==> config.mk <==
export PLATFORM = sky130hd
export DESIGN_NAME = riscv_mem_arbiter
export DESIGN_NICKNAME = d
export VERILOG_FILES = /design/src/rtl/riscv_mem_arbiter.sv
export SDC_FILE = /design/constraint.sdc
export NUM_CORES = 1
export LEC_CHECK = 0
export ABC_AREA = 1
export CAP_MARGIN = 5
export CORE_ASPECT_RATIO = 0.8
export CORE_MARGIN = 2
export CORE_UTILIZATION = 34
export CTS_CLUSTER_DIAMETER = 100
export DETAILED_ROUTE_END_ITERATION = 10
export GPL_ROUTABILITY_DRIVEN = 1
export PLACE_DENSITY = 0.83
export SETUP_SLACK_MARGIN = 0.02
export SLEW_MARGIN = 20
export SYNTH_ARGS = -nofsm -noshare
export SYNTH_HDL_FRONTEND = slang
export SYNTH_SLANG_ARGS = --single-unit
export TNS_END_PERCENT = 10
==> constraint.sdc <==
create_clock -name clk -period 2.4 [get_ports clk]
set_clock_uncertainty 0.2 [all_clocks]
set_input_delay 0.48 -clock clk [delete_from_list [all_inputs] [get_ports clk]]
set_output_delay 0.48 -clock clk [all_outputs]
set_load 0.02 [all_outputs]
==> src/rtl/riscv_mem_arbiter.sv <==
// Round-robin arbiter sharing one memory port between instruction fetch (IFU)
// and load/store (LSU), with a response timeout so a dead slave cannot hang the core.
module riscv_mem_arbiter #(
  parameter int ADDR_W  = 32,
  parameter int DATA_W  = 32,
  parameter int TIMEOUT = 255
) (
  input  logic              clk,
  input  logic              rst,
  input  logic              ifu_req_valid,
  output logic              ifu_req_ready,
  input  logic [ADDR_W-1:0] ifu_addr,
  output logic              ifu_rsp_valid,
  output logic              ifu_rsp_err,
  output logic [DATA_W-1:0] ifu_rdata,
  input  logic              lsu_req_valid,
  output logic              lsu_req_ready,
  input  logic [ADDR_W-1:0] lsu_addr,
  input  logic              lsu_wen,
  input  logic [DATA_W-1:0] lsu_wdata,
  input  logic [2:0]        lsu_memop,
  output logic              lsu_rsp_valid,
  output logic              lsu_rsp_err,
  output logic [DATA_W-1:0] lsu_rdata,
  output logic              mem_req_valid,
  input  logic              mem_req_ready,
  output logic [ADDR_W-1:0] mem_addr,
  output logic              mem_wen,
  output logic [DATA_W-1:0] mem_wdata,
  output logic [2:0]        mem_memop,
  input  logic              mem_rsp_valid,
  input  logic [DATA_W-1:0] mem_rdata,
  output logic              busy
);

  typedef enum logic [1:0] {
    IDLE = 2'd0,
    REQ  = 2'd1,
    WAIT = 2'd2
  } state_e;

  localparam logic [15:0] TIMEOUT_C  = 16'(TIMEOUT);
  localparam logic [2:0]  MEMOP_WORD = 3'b010;

  state_e            state_q, state_d;
  logic              owner_q, owner_d;
  logic              last_grant_q, last_grant_d;
  logic [ADDR_W-1:0] addr_q, addr_d;
  logic              wen_q, wen_d;
  logic [DATA_W-1:0] wdata_q, wdata_d;
  logic [2:0]        memop_q, memop_d;
  logic [15:0]       cnt_q, cnt_d;
  logic              grant_lsu;
  logic              rsp_fire;

  always_comb begin
    state_d       = state_q;
    owner_d       = owner_q;
    last_grant_d  = last_grant_q;
    addr_d        = addr_q;
    wen_d         = wen_q;
    wdata_d       = wdata_q;
    memop_d       = memop_q;
    cnt_d         = cnt_q;
    grant_lsu     = 1'b0;
    rsp_fire      = 1'b0;
    ifu_req_ready = 1'b0;
    lsu_req_ready = 1'b0;
    ifu_rsp_valid = 1'b0;
    ifu_rsp_err   = 1'b0;
    ifu_rdata     = '0;
    lsu_rsp_valid = 1'b0;
    lsu_rsp_err   = 1'b0;
    lsu_rdata     = '0;

    unique case (state_q)
      IDLE: begin
        if (ifu_req_valid || lsu_req_valid) begin
          // On a tie the master that did not win last time gets the port.
          grant_lsu     = lsu_req_valid && (!ifu_req_valid || !last_grant_q);
          ifu_req_ready = !grant_lsu;
          lsu_req_ready = grant_lsu;
          owner_d       = grant_lsu;
          last_grant_d  = grant_lsu;
          state_d       = REQ;
          if (grant_lsu) begin
            addr_d  = lsu_addr;
            wen_d   = lsu_wen;
            wdata_d = lsu_wdata;
            memop_d = lsu_memop;
          end else begin
            addr_d  = ifu_addr;
            wen_d   = 1'b0;
            wdata_d = '0;
            memop_d = MEMOP_WORD;
          end
        end
      end
      REQ: begin
        if (mem_req_ready) begin
          state_d = WAIT;
          cnt_d   = '0;
        end
      end
      WAIT: begin
        // A real response in the timeout cycle wins over the error.
        rsp_fire = mem_rsp_valid || (cnt_q == TIMEOUT_C);
        if (rsp_fire) begin
          state_d = IDLE;
          if (owner_q) begin
            lsu_rsp_valid = 1'b1;
            lsu_rsp_err   = !mem_rsp_valid;
            lsu_rdata     = mem_rsp_valid ? mem_rdata : '0;
          end else begin
            ifu_rsp_valid = 1'b1;
            ifu_rsp_err   = !mem_rsp_valid;
            ifu_rdata     = mem_rsp_valid ? mem_rdata : '0;
          end
        end else begin
          cnt_d = cnt_q + 16'd1;
        end
      end
      default: state_d = IDLE;
    endcase
  end

  always_ff @(posedge clk) begin
    if (rst) begin
      state_q      <= IDLE;
      owner_q      <= 1'b0;
      last_grant_q <= 1'b1;
      addr_q       <= '0;
      wen_q        <= 1'b0;
      wdata_q      <= '0;
      memop_q      <= '0;
      cnt_q        <= '0;
    end else begin
      state_q      <= state_d;
      owner_q      <= owner_d;
      last_grant_q <= last_grant_d;
      addr_q       <= addr_d;
      wen_q        <= wen_d;
      wdata_q      <= wdata_d;
      memop_q      <= memop_d;
      cnt_q        <= cnt_d;
    end
  end

  assign mem_req_valid = (state_q == REQ);
  assign mem_addr      = addr_q;
  assign mem_wen       = wen_q;
  assign mem_wdata     = wdata_q;
  assign mem_memop     = memop_q;
  assign busy          = (state_q != IDLE);

endmodule

==> results of run 1 <==
## repair_timing
item / 4_1_cts / 5_1_grt
cloned: 0 / 0
gates resized for setup: 181 / 87
endpoints found under the setup margin: 71 / 66
buffers inserted: 0 / 1
pin swaps: 1 / 2
hold buffers: 0 / 0
## state kept, by name, summed over array words and instances (netlist names)
name,cells
mem_addr,32
mem_wdata,32
cnt_q,16
mem_memop,3
state_q,2
last_grant_q,1
mem_wen,1
owner_q,1
## cells in the mapped netlist
cell type,number
a21oi_1,52
a21oi_2,1
a31oi_1,32
buf_1,7
buf_2,8
buf_4,6
buf_6,1
clkbuf_1,19
clkinv_1,1
dfxtp_1,88
ha_1,1
inv_1,26
inv_2,1
nand2_1,261
nand2_2,1
nand3_1,18
nand3_2,2
nand3b_1,1
nand4_1,5
nor2_1,107
nor2_2,1
nor2_4,2
nor3_1,2
nor3b_1,1
o21ai_0,2
o21ai_2,1
or2_2,1
xnor2_1,3
xor2_1,2
## metal layers
metal	part of all wire, %	up-vias	routed length (microns)	track usage [%]
li1	-	2633	-	-
met1	39	2316	5750	24.3
met2	50	206	7270	36.9
met3	9.5	17	1390	8.69
met4	1.5	0	221	5.66
met5	0	-	0	0
## power by group
group          switching, W  internal (W)  leakage (nW)  total [W]
sequential        0.0000512       0.00156         0.720    0.00161
combinational      0.000489      0.000474          2.11   0.000964
clock              0.000609      0.000959         0.167    0.00157
total               0.00115       0.00299          3.00    0.00414
## how the worst min path moves through the flow
stage	to	slack (ns)	cells past startpoint
after floorplan	last_grant_q	0.24	2
final	mem_memop[1]	0.25	2
after global routing	mem_wdata[3]	0.27	2
after global placement	mem_memop[1]	0.23	2
after CTS	mem_memop[1]	0.25	2
after detailed placement	mem_memop[1]	0.24	2
## worst reg2reg max path: cells and delay by family (launching register included)
kind / cells / cell delay, ns
AO/OA/AOI/OAI: 2 / 0.27
flip-flops: 1 / 0.39
buffers and inverters: 2 / 0.75
AND/OR/NAND/NOR: 2 / 0.19
## cell type report
class,instances,area [sq um]
clock inverters,6,100
repair buffers,317,2790
flip-flops and latches,88,1760
multi-input cells,496,2170
clock buffers,10,239
inverters,28,105
well taps,152,190
fillers,1105,4760
## per-stage QoR
| step | util [%] | setup TNS [ns] | hold WS, ns | worst slack, ns | std cells |
|---|---|---|---|---|---|
| 2_1_floorplan | - | 0 | 0.242 | 0.122 | 653 |
| 3_3_place_gp | 60.2 | -19.55 | 0.234 | -0.387 | 1080 |
| 3_5_place_dp | 60.2 | -19.16 | 0.241 | -0.384 | 1080 |
| 4_1_cts | 62.4 | -0.00999 | 0.251 | -0.00999 | 1096 |
| 5_1_grt | 60.7 | -0.249 | 0.266 | -0.114 | 1097 |
| 6_report | 60.7 | 0 | 0.247 | 0.0541 | 1097 |
## kinds of logic after synthesis
kind of cell | after synthesis | synth area share (%)
AOI/OAI and AO/OA | 88 | 11.6
xor gates and xnor gates | 5 | 1.04
adders and majority gates | 1 | 0.298
buffers and inverters | 69 | 7.13
DFF | 88 | 42.0
and+or+nand+nor | 402 | 37.9
==> metrics.cfg, run 1 <==
[outcome]
status=finished clean

[drt]
via_per_inst=4.71
wl_per_cell_microns=13.3
num_vias=5172
routed_wl_microns=14600
drtIter0Drc=267
drc=0
drt.antenna.violating_nets=0
first_pass_iters=4

[clocking]
cts_buffers=9
clkTransAtPathRegs_ns=0.06
cts_root_buf=clkbuf_16
htree_num_levels=3
worstSkewPairLatency_ns=0.34
clock_path_buffers=2
cts_tree=yes
cts.sinks=88

[synth]
yosysTopAreaCell=dfxtp_1
ys_seq_area_share_pct=42.0
synth_cell_types=29
ys_top_cells_by_area=dfxtp_1 42%, nand2_1 23%, nor2_1 9.6%
yosysTopAreaCellShare_pct=42.0
syn_area_sq_um=4190
synth.avg_cell_area_sq_um=6.42
syn_nets=792
synth_warnings=0
syn_inst=653
synth_seq_cells=88

[hold_path]
hold_class=flop to flop
worstHoldStart=mem_memop[1]

[critical_path]
crit_path_frequent_cell=nand2_1
r2r-start=state_q[0]
cp.depth=10
cp.arrival_ns=1.67
crit_buf_inv=3
cpLargestDelayFamily=simple AND/OR/NAND/NOR gates
endpoint_kind=output pin
setup.worst_path.end=ifu_rsp_err
critPathKind=flop to output pin
cp_max_fo=2
reg2reg_depth=6
critPathMaxStageDelay_ns=0.35
crit_start=cnt_q[1]
r2r-end=mem_wdata[29]
r2r_setup_slack_ns=0.52
critPathRequiredTime_ns=1.72
cp_slowest_cell=dfxtp_1
path_cells=ha_2 -> nand3_4 -> nor2_4 -> nand2_1 -> nand2_1 -> inv_1 -> nor2_1 -> nand2_1 -> inv_1 -> buf_2
worstSetupStartpointType=flop

[sta]
fmax_mhz=426
tightest_slew_ns=0.710
hold_viol=0
final-setup-viol-count=0
layout_min_cycle_time_ns=2.35
rsz0062_at_grt=yes
min_period_over_period_pct=97.7
maxSlewViolCount=0
slew_headroom_pct=52.7

[die]
initial_core_util_pct=34.6
die_w_microns=128
row_count=36
die_area_sq_um=13200
die_y_microns=103
core_area_sq_um=12100
io_pins=278

[global_route]
antenna_found_initial=0
first_global_vias=4601
grt_pass1_wl_microns=22200
overflow=0
grt_start_max_net_pins=72
grtUsageTotal_pct=21.1

[layout]
final_cell_mix=261 x nand2_1, 204 x clkdlybuf4s50_1, 102 x nor2_1, 86 x dfxtp_1, 52 x a21oi_1
drive_gt1_share_pct=15.2
final_net_count=1079
antenna_cells=0
mostFrequentLayoutCell=nand2_1
area_delta_synth_final_pct=75.3
fin_area_sq_um=7350

[placement]
portBuffers=277
place_area_sq_um=7300
dp_hpwl_microns=11100
place.gp.congestion=0.919

[power_and_ir_drop]
power_density_nw_per_um2=563
ir_worst_vdd_mv=0.501
total_power_w=0.00414
p_leak_nw=3.00

[flow_run]
max-cap-violations=0

(Power assumes the default switching activity.)
==> run 2, diff against run 1 <==
--- a/config.mk
+++ b/config.mk
@@ -13,7 +13,7 @@
 export CTS_CLUSTER_DIAMETER = 100
 export DETAILED_ROUTE_END_ITERATION = 10
 export GPL_ROUTABILITY_DRIVEN = 1
-export PLACE_DENSITY = 0.83
+export PLACE_DENSITY = 0.86
 export SETUP_SLACK_MARGIN = 0.02
 export SLEW_MARGIN = 20
 export SYNTH_ARGS = -nofsm -noshare
==> run 2 against run 1 <==
Against the previous run: sequential cell count did not move; non-clock buffer count did not move; hold slack improved by 0.0056 ns; first-iteration DRC count fell by 7.5%; critical path depth fell by 5; largest cell class unchanged; largest power group unchanged.
==> metrics.cfg, run 2 (same netlist as run 1, synthesis figures left out) <==
[outcome]
status=finished clean

[clocking]
cts_root_buf=clkbuf_16
htree_num_levels=3
post_cts_buffers=0
ctsHoldBuffers=0
cts.sinks=88
clkTransAtPathRegs_ns=0.07
clock_path_buffers=2
worstSkewPairLatency_ns=0.34
cts_buffers=9
cts_tree=yes

[placement]
dp_hpwl_microns=11300
place.gp.congestion=0.882
portBuffers=277
place_area_sq_um=7300

[critical_path]
critPathMaxStageDelay_ns=0.48
path_cells=clkdlybuf4s50_1 -> nand2_1 -> nand2_1 -> nor2_4 -> dlygate4sd2_1
critPathKind=input pin to output pin
cp.arrival_ns=1.65
crit_path_frequent_cell=nand2_1
critPathRequiredTime_ns=1.72
worstSetupStartpointType=input pin
r2r-end=mem_addr[6]
reg2reg_depth=6
endpoint_kind=output pin
r2r_setup_slack_ns=0.41
cp_max_fo=2
r2r-start=state_q[0]
cp_slowest_cell=clkdlybuf4s50_1

[hold_path]
worstHoldEndpoint=mem_memop[1]
hold_class=flop to flop
whs_path_depth=2
worstHoldStart=mem_memop[1]

[layout]
drive_gt1_share_pct=14.9
antenna_cells=0
fill_cells=1122
fin_area_sq_um=7330
mostFrequentLayoutCell=nand2_1
final_cell_mix=260 x nand2_1, 204 x clkdlybuf4s50_1, 107 x nor2_1, 85 x dfxtp_1, 53 x buf_2
final_net_count=1079
area_delta_synth_final_pct=74.7
utilization_pct=60.5

[die]
io_pins=278
initial_core_util_pct=34.6
die_w_microns=128
die_y_microns=103
row_count=36
die_area_sq_um=13200
core_area_sq_um=12100

[drt]
drc=0
drtIter0Drc=247
routed_wl_microns=15000
num_vias=5172
wl_per_cell_microns=13.7
via_per_inst=4.71
drt.antenna.violating_nets=0
first_pass_iters=4

[sta]
layout_min_cycle_time_ns=2.33
slew_headroom_pct=50.7
rsz0062_at_grt=yes
fin_setup_tns_ns=0
min_period_over_period_pct=96.9
tightest_slew_ns=0.740
maxSlewViolCount=0
holdWs_ns=0.253
final-setup-viol-count=0
hold_viol=0
fmax_mhz=430

[power_and_ir_drop]
ir_worst_vdd_mv=0.409
total_power_w=0.00405
power_density_nw_per_um2=552
p_leak_nw=3.00

[global_route]
grtUsageTotal_pct=20.9
first_global_vias=4709
grt_pass1_wl_microns=22100
grt_start_max_net_pins=72
overflow=0
antenna_found_initial=0

[flow_run]
max-cap-violations=0

[run 2: timing repair]
action | 4_1_cts | 5_1_grt
gates resized for setup | 225 | 54
endpoints found under the setup margin | 71 | 63
endpoints found under the hold margin | 0 | 0
pin swaps | 1 | 0
[run 2: how the worst max path moves through the flow]
stage | from | to | slack [ns] | cells after the start
after floorplan | cnt_q[0] | ifu_rsp_err | 0.12 | 9
after global placement | mem_rsp_valid | lsu_rdata[8] | -0.39 | 5
after detailed placement | mem_rsp_valid | lsu_rdata[8] | -0.39 | 5
after CTS | cnt_q[0] | ifu_rsp_err | 0.007 | 10
after global routing | state_q[1] | lsu_rdata[8] | -0.03 | 8
final | ifu_req_valid | lsu_req_ready | 0.07 | 5
[run 2: layout make-up]
| class | instances | area [sq um] | area share, % |
|---|---|---|---|
| clock inverter | 6 | 73.8 | 1.01 |
| inverter | 28 | 105 | 1.43 |
| multi-input combinational | 496 | 2170 | 29.6 |
| timing repair buffer | 317 | 2790 | 38.0 |
| sequential | 88 | 1770 | 24.1 |
| clock buffer | 10 | 239 | 3.26 |
| tap | 152 | 190 | 2.60 |
[run 2: power by group]
| part | internal [W] | switching [W] |
|---|---|---|
| Sequential | 0.00156 | 0.0000523 |
| Combinational | 0.000476 | 0.000490 |
| Clock | 0.000849 | 0.000624 |
[run 2: layer usage]
metal / vias up / track usage [%] / share of wire, % / wire (microns)
met5: - / 0 / 0 / 0
met4: 0 / 8.11 / 2.1 / 310
met3: 26 / 7.20 / 8.2 / 1240
met2: 187 / 37.3 / 50 / 7480
met1: 2326 / 23.4 / 40 / 5980
li1: 2633 / - / - / -
[run 2: metrics by stage]
step	std cells	setup WS, ns
6_report	1097	0.0737
5_1_grt	1097	-0.0329
4_1_cts	1097	0.00732
3_5_place_dp	1081	-0.394
3_3_place_gp	1081	-0.393
2_1_floorplan	653	0.122
[run 2: critical path, delay by kind of cell]
| family | cells | cell delay, ns |
|---|---|---|
| buffers and inverters | 2 | 0.84 |
| AND/OR/NAND/NOR | 3 | 0.33 |
==> run 3, diff against run 2 <==
--- a/config.mk
+++ b/config.mk
@@ -6,13 +6,14 @@
 export NUM_CORES = 1
 export LEC_CHECK = 0
 export ABC_AREA = 1
+export ABC_CLOCK_PERIOD_IN_PS = 2400
 export CAP_MARGIN = 5
 export CORE_ASPECT_RATIO = 0.8
 export CORE_MARGIN = 2
 export CORE_UTILIZATION = 34
 export CTS_CLUSTER_DIAMETER = 100
 export DETAILED_ROUTE_END_ITERATION = 10
-export GPL_ROUTABILITY_DRIVEN = 1
+export GPL_ROUTABILITY_DRIVEN = 0
 export PLACE_DENSITY = 0.86
 export SETUP_SLACK_MARGIN = 0.02
 export SLEW_MARGIN = 20
==> results of run 3 <==
Same layout as run 2: the final DEF is identical, and so are final timing and power.
